[config.mk]
export PLATFORM = sky130hd
export DESIGN_NAME = register_file_dumper_flat
export DESIGN_NICKNAME = d
export VERILOG_FILES = /design/src/rtl/register_file_dumper_pkg.sv /design/src/rtl/register_file_dumper_if.sv /design/src/rtl/register_file_dumper_stream_out_reg.sv /design/src/rtl/register_file_dumper.sv /design/src/flat_wrapper.sv
export SDC_FILE = /design/constraint.sdc
export NUM_CORES = 1
export LEC_CHECK = 0
export ABC_AREA = 1
export CELL_PAD_IN_SITES_DETAIL_PLACEMENT = 0
export CELL_PAD_IN_SITES_GLOBAL_PLACEMENT = 1
export CORE_MARGIN = 3
export CORE_UTILIZATION = 28
export DETAILED_ROUTE_END_ITERATION = 8
export HOLD_SLACK_MARGIN = 0.06
export PLACE_DENSITY = 0.85
export SKIP_LAST_GASP = 1
export SYNTH_ARGS = -nofsm -noshare
export SYNTH_HDL_FRONTEND = slang
export SYNTH_SLANG_ARGS = --single-unit
[constraint.sdc]
create_clock -name clock -period 1.4 [get_ports clock]
set_input_delay 0.35 -clock clock [delete_from_list [all_inputs] [get_ports clock]]
set_output_delay 0.35 -clock clock [all_outputs]
set_load 0.02 [all_outputs]
[src/rtl/register_file_dumper_pkg.sv]
// Shared types and defaults for the register file dumper.
// Pure declarations: no latency or flow control of its own.
package register_file_dumper_pkg;

    localparam int DATA_WIDTH_DEFAULT    = 8;
    localparam int POINTER_WIDTH_DEFAULT = 3;

    typedef enum logic [2:0] {
        ST_IDLE,
        ST_READ,
        ST_SEND,
        ST_CSUM,
        ST_DONE
    } state_e;

endpackage

[src/rtl/register_file_dumper_if.sv]
// Byte stream from the dumper to its sink, valid/ready handshake.
// Master holds data/last while valid and not ready; the slave drives out_ready.
interface register_file_dumper_if
    import register_file_dumper_pkg::*;
#(
    parameter int DATA_WIDTH = DATA_WIDTH_DEFAULT
);
    logic                  out_valid;
    logic                  out_ready;
    logic [DATA_WIDTH-1:0] out_data;
    logic                  out_last;

    modport master (
        output out_valid,
        output out_data,
        output out_last,
        input  out_ready
    );

    modport slave (
        input  out_valid,
        input  out_data,
        input  out_last,
        output out_ready
    );
endinterface

[src/rtl/register_file_dumper_stream_out_reg.sv]
// Output holding register: load captures data/last and raises valid next cycle.
// Contents stay stable until the handshake, which clears valid on the following edge.
module stream_out_reg #(
    parameter int DATA_WIDTH = 8
) (
    input  logic                  clock,
    input  logic                  reset,
    input  logic                  load,
    input  logic [DATA_WIDTH-1:0] load_data,
    input  logic                  load_last,
    input  logic                  out_ready,
    output logic                  out_valid,
    output logic [DATA_WIDTH-1:0] out_data,
    output logic                  out_last
);
    logic                  valid_d, valid_q;
    logic [DATA_WIDTH-1:0] data_d,  data_q;
    logic                  last_d,  last_q;

    always_comb begin
        valid_d = valid_q;
        data_d  = data_q;
        last_d  = last_q;
        if (load) begin
            valid_d = 1'b1;
            data_d  = load_data;
            last_d  = load_last;
        end else if (valid_q && out_ready) begin
            valid_d = 1'b0;
        end
    end

    always_ff @(posedge clock) begin
        if (reset) begin
            valid_q <= 1'b0;
            data_q  <= '0;
            last_q  <= 1'b0;
        end else begin
            valid_q <= valid_d;
            data_q  <= data_d;
            last_q  <= last_d;
        end
    end

    assign out_valid = valid_q;
    assign out_data  = data_q;
    assign out_last  = last_q;
endmodule

[src/rtl/register_file_dumper.sv]
// Walks the register file on start and streams each register as one byte, 2 cycles/byte.
// Holds on backpressure with no timeout; REGISTER_FILE_DUMPER_CHECKSUM_EN appends an XOR byte.
module register_file_dumper
    import register_file_dumper_pkg::*;
#(
    parameter int POINTER_WIDTH = POINTER_WIDTH_DEFAULT,
    parameter int DATA_WIDTH    = DATA_WIDTH_DEFAULT
) (
    input  logic                     clock,
    input  logic                     reset,
    input  logic                     start,
    output logic [POINTER_WIDTH-1:0] rf_address,
    output logic                     rf_is_immediate,
    output logic                     rf_write_enable,
    input  logic [DATA_WIDTH-1:0]    rf_data,
    output logic                     busy,
    output logic                     done,
    register_file_dumper_if.master   out_if
);
    localparam int                     NUM_REGS = 2 ** POINTER_WIDTH;
    localparam logic [POINTER_WIDTH-1:0] LAST_IDX = POINTER_WIDTH'(NUM_REGS - 1);

    state_e                   state_d, state_q;
    logic [POINTER_WIDTH-1:0] index_d, index_q;
    logic                     load;
    logic [DATA_WIDTH-1:0]    load_data;
    logic                     load_last;
    logic                     handshake;

    assign handshake = out_if.out_valid & out_if.out_ready;

`ifdef REGISTER_FILE_DUMPER_CHECKSUM_EN
    logic [DATA_WIDTH-1:0] checksum_d, checksum_q;

    always_ff @(posedge clock) begin
        if (reset) begin
            checksum_q <= '0;
        end else begin
            checksum_q <= checksum_d;
        end
    end
`endif

    always_comb begin
        state_d   = state_q;
        index_d   = index_q;
        load      = 1'b0;
        load_data = rf_data;
        load_last = 1'b0;
`ifdef REGISTER_FILE_DUMPER_CHECKSUM_EN
        checksum_d = checksum_q;
`endif
        case (state_q)
            ST_IDLE: begin
                if (start) begin
                    state_d = ST_READ;
                    index_d = '0;
`ifdef REGISTER_FILE_DUMPER_CHECKSUM_EN
                    checksum_d = '0;
`endif
                end
            end
            ST_READ: begin
                load    = 1'b1;
                state_d = ST_SEND;
`ifdef REGISTER_FILE_DUMPER_CHECKSUM_EN
                checksum_d = checksum_q ^ rf_data;
`else
                load_last  = (index_q == LAST_IDX);
`endif
            end
            ST_SEND: begin
                if (handshake) begin
                    if (index_q != LAST_IDX) begin
                        index_d = index_q + 1'b1;
                        state_d = ST_READ;
                    end else begin
`ifdef REGISTER_FILE_DUMPER_CHECKSUM_EN
                        state_d = ST_CSUM;
`else
                        state_d = ST_DONE;
`endif
                    end
                end
            end
            ST_CSUM: begin
`ifdef REGISTER_FILE_DUMPER_CHECKSUM_EN
                // First CSUM cycle loads the checksum byte, then waits for its handshake.
                if (!out_if.out_valid) begin
                    load      = 1'b1;
                    load_data = checksum_q;
                    load_last = 1'b1;
                end else if (handshake) begin
                    state_d = ST_DONE;
                end
`else
                state_d = ST_IDLE;
`endif
            end
            ST_DONE: begin
                state_d = ST_IDLE;
            end
            default: begin
                state_d = ST_IDLE;
            end
        endcase
    end

    always_ff @(posedge clock) begin
        if (reset) begin
            state_q <= ST_IDLE;
            index_q <= '0;
        end else begin
            state_q <= state_d;
            index_q <= index_d;
        end
    end

    stream_out_reg #(
        .DATA_WIDTH (DATA_WIDTH)
    ) u_stream_out_reg (
        .clock     (clock),
        .reset     (reset),
        .load      (load),
        .load_data (load_data),
        .load_last (load_last),
        .out_ready (out_if.out_ready),
        .out_valid (out_if.out_valid),
        .out_data  (out_if.out_data),
        .out_last  (out_if.out_last)
    );

    assign rf_address      = index_q;
    assign rf_is_immediate = 1'b0;
    assign rf_write_enable = 1'b0;
    assign busy            = (state_q == ST_READ) || (state_q == ST_SEND) || (state_q == ST_CSUM);
    assign done            = (state_q == ST_DONE);
endmodule

[src/flat_wrapper.sv]
// flat-port wrapper written by rule: the top's interface ports become plain ports
module register_file_dumper_flat import register_file_dumper_pkg::*;
#(
    parameter int POINTER_WIDTH = POINTER_WIDTH_DEFAULT,
    parameter int DATA_WIDTH    = DATA_WIDTH_DEFAULT
)
  (clock, reset, start, rf_address, rf_is_immediate, rf_write_enable, rf_data, busy, done, out_if_out_valid, out_if_out_data, out_if_out_last, out_if_out_ready);
  register_file_dumper_if #(.DATA_WIDTH(DATA_WIDTH)) out_if_i ();
  input  logic clock;
  input  logic reset;
  input  logic start;
  output logic [POINTER_WIDTH-1:0] rf_address;
  output logic rf_is_immediate;
  output logic rf_write_enable;
  input  logic [DATA_WIDTH-1:0] rf_data;
  output logic busy;
  output logic done;
  output wire logic [$bits(out_if_i.out_valid)-1:0] out_if_out_valid;
  output wire logic [$bits(out_if_i.out_data)-1:0] out_if_out_data;
  output wire logic [$bits(out_if_i.out_last)-1:0] out_if_out_last;
  input wire logic [$bits(out_if_i.out_ready)-1:0] out_if_out_ready;
  assign out_if_out_valid = out_if_i.out_valid;
  assign out_if_out_data = out_if_i.out_data;
  assign out_if_out_last = out_if_i.out_last;
  assign out_if_i.out_ready = out_if_out_ready;
  register_file_dumper #(.POINTER_WIDTH(POINTER_WIDTH), .DATA_WIDTH(DATA_WIDTH)) u_core (.clock(clock), .reset(reset), .start(start), .rf_address(rf_address), .rf_is_immediate(rf_is_immediate), .rf_write_enable(rf_write_enable), .rf_data(rf_data), .busy(busy), .done(done), .out_if(out_if_i));
endmodule
==> metrics <==
maxcap violations=0; I/O Buffers=26; WL/cell=9.87 um; Pre-antenna DRT Iters=4; Max FO, Critical Path=3; n_diodes=0; worst clock skew=between 0.004 and 0.005 ns; Clk pwr share=22.9%; Worst VDD drop=around 0.55 mV; Hold Path End=u_core.u_stream_out_reg.out_data[6]$_SDFFE_PP0P_; initial drt markers=9; WP buf/inv=1; largest net degree at the start of global routing=21; FF-to-FF Start=u_core.rf_address[0]$_SDFFE_PP0P_; H-tree Lvls=1; critical path arrival=slightly below 1 ns; GR Util met1=around 11%; worst path cell trace=clkdlybuf4s15_1; CP max stage delay=around 0.38 ns; switching pwr=0.000447 W; RR Endpoint=u_core.rf_address[1]$_SDFFE_PP0P_; insertion delay to the later sink of the worst-skew pair=between 0.2 and 0.3 ns; Worst setup SP type=register; Vias=~670; # fillers=233; required time worst endpoint=between 1 and 1.5 ns; crit path capture type=output port; CP top delay family=flip-flops; R2R depth=8; Worst R2R Setup Slack=approximately 0.13 ns; grt peak-use layer=met2; RSZ-0062 raised after global routing=true; area delta synth->final=48.5%; Total Neg Setup Slack=0 ns; Warnings, synthesis=0; Pleak=approximately 0.48 nW; Routed Antenna Nets=0; final setup vio count=0; Synth cell types=18; HP Start=u_core.u_stream_out_reg.out_data[6]$_SDFFE_PP0P_; Synth Register Bits=16; WL final=around 1500 um; Final Max Tran Viols=0; postcts setup bufs=0; Crit Path Class=register to output port; total CTS buffers=3; status=complete, no violations; post-synthesis cell area=~700 um2; Hold Path Class=register to register; total power=roughly 0.0013 W; I/O Pins=29; routing usage on met3=2.78%; post-route design area=~0.0010 mm2; final clock period utilization by the worst path=95.2%; root buf cell=clkbuf_4; Gate Count Post-Synth=95; clock buffer depth=2; Final GP Congestion=0.701; initial core utilization=~31%; Die H=between 50 and 60 um; Vias/cell=around 4.3; combinational power share=33.8%; post-synthesis sequential area ratio=between 40% and 50%; hpwl dp=about 1100 um; num rows=17; DP Area=about 0.0010 mm2; GRT met2 Usage=between 10% and 20%; Sw Share=34.0%; nets@finish=around 140; die area=between 0.003 and 0.004 mm2; syn_area_per_cell=~7.4 um2; Power Internal=approximately 0.00087 W; Pwr Density=1260 mW/mm2; first-pass GRT wire length=2470 um; fin crit period=between 1 and 1.5 ns; grt ovf=0; Hold Vio Cnt, Final=0; Clock transition at path regs=~0.09 ns; Cells on Worst Hold Path=2; initial antenna violation count=0; gr usage total=9.95%; vias in the first global route=roughly 570; CTS tree=done; Max Fclk=about 0.75 GHz; Worst path slowest cell=dfxtp_1; Core Area=~0.0023 mm2; Sequential Power Share=between 40% and 50%; final hold slack=approximately 0.44 ns; clk sinks=16; DRC=0; layout cells sized above 1=between 15 and 20%; die width=between 50 and 60 um
==> state kept, by name (all words and copies together) (netlist names) <==
register	cells
u_core.u_stream_out_reg.out_data	8
u_core.rf_address	3
u_core.state_q	3
u_core.u_stream_out_reg.out_last	1
u_core.u_stream_out_reg.out_valid	1
==> cell usage after synthesis (all sizes together) <==
library cell / n / area, um2
nor3: 3 / 15.0
nand2: 14 / 52.6
buf: 4 / 31.3
nand3: 3 / 25.0
inv: 16 / 60.1
ha: 2 / 25.0
conb: 1 / 3.75
dfxtp: 16 / 320
o21ai: 10 / 50.1
clkbuf: 1 / 3.75
a21oi: 12 / 63.8
nor2: 13 / 51.3
==> cells by family after synthesis <==
kind of cell	count (synthesis)	synth area share, %
and+or+nand+nor	33	20.5
AOI/OAI and AO/OA	22	16.2
buffers and inverters	21	13.5
DFF	16	45.6
adders and majority gates	2	3.56
other	1	0.534
==> through the flow <==
step / util [%] / setup WS [ns] / cells
finish: 45.4 / 0.0667 / 154
global route: 45.4 / -0.00458 / 154
CTS: 44.8 / -0.145 / 154
detailed placement: 44.2 / -0.105 / 150
global placement: 44.2 / -0.0888 / 150
floorplan: - / 0.0766 / 96
==> routing by layer <==
layer,wire length [um],part of all wire [%]
met1,689,45
met3,89,5.9
met2,718,47
met5,0,0
met4,23,1.5
==> final cells by class <==
| type | instances | area, um2 | area share [%] |
|---|---|---|---|
| Clock buffer | 4 | 36.3 | 3.48 |
| Inverter | 16 | 60.1 | 5.76 |
| Multi-Input combinational cell | 59 | 300 | 28.8 |
| Sequential cell | 16 | 323 | 31.0 |
| Tap cell | 28 | 35.0 | 3.36 |
| Timing Repair Buffer | 31 | 288 | 27.6 |
==> how the worst max path moves through the flow <==
stage                                           start                                 to  slack, ns  cells past startpoint
global route           u_core.state_q[2]$_SDFFE_PP0P_                               done     -0.005                      3
CTS                    u_core.state_q[2]$_SDFFE_PP0P_                               done      -0.14                      3
finish              u_core.rf_address[2]$_SDFFE_PP0P_                      rf_address[2]       0.07                      1
detailed placement                   out_if_out_ready  u_core.rf_address[1]$_SDFFE_PP0P_      -0.10                      8
floorplan           u_core.rf_address[0]$_SDFFE_PP0P_  u_core.rf_address[2]$_SDFFE_PP0P_       0.08                      8
global placement       u_core.state_q[2]$_SDFFE_PP0P_                               done      -0.09                      3
==> layout by cell type, fill, tap and decap left out, types with 3 or more instances in the layout <==
master	count
buf_4	4
clkdlybuf4s50_1	11
nand2_1	14
clkbuf_4	3
inv_1	14
a21oi_1	11
dlygate4sd2_1	10
nor2_1	12
nor3_1	3
dfxtp_1	14
clkdlybuf4s15_1	3
o21ai_1	10
==> power by group through the flow <==
stage	logic, W	clock network (W)	registers, W
after floorplan	0.000209	0	0.000650
after global placement	0.000477	0	0.000576
after detailed placement	0.000485	0	0.000579
after CTS	0.000439	0.000314	0.000567
after global routing	0.000491	0.000339	0.000579
final	0.000444	0.000301	0.000568
==> timing repair <==
item	4_1_cts	5_1_grt
gates resized for setup	18	11
pin swaps	0	1
hold buffers	0	0
setup endpoints to repair	15	14
Note: power is estimated with default switching activity, not from simulation.
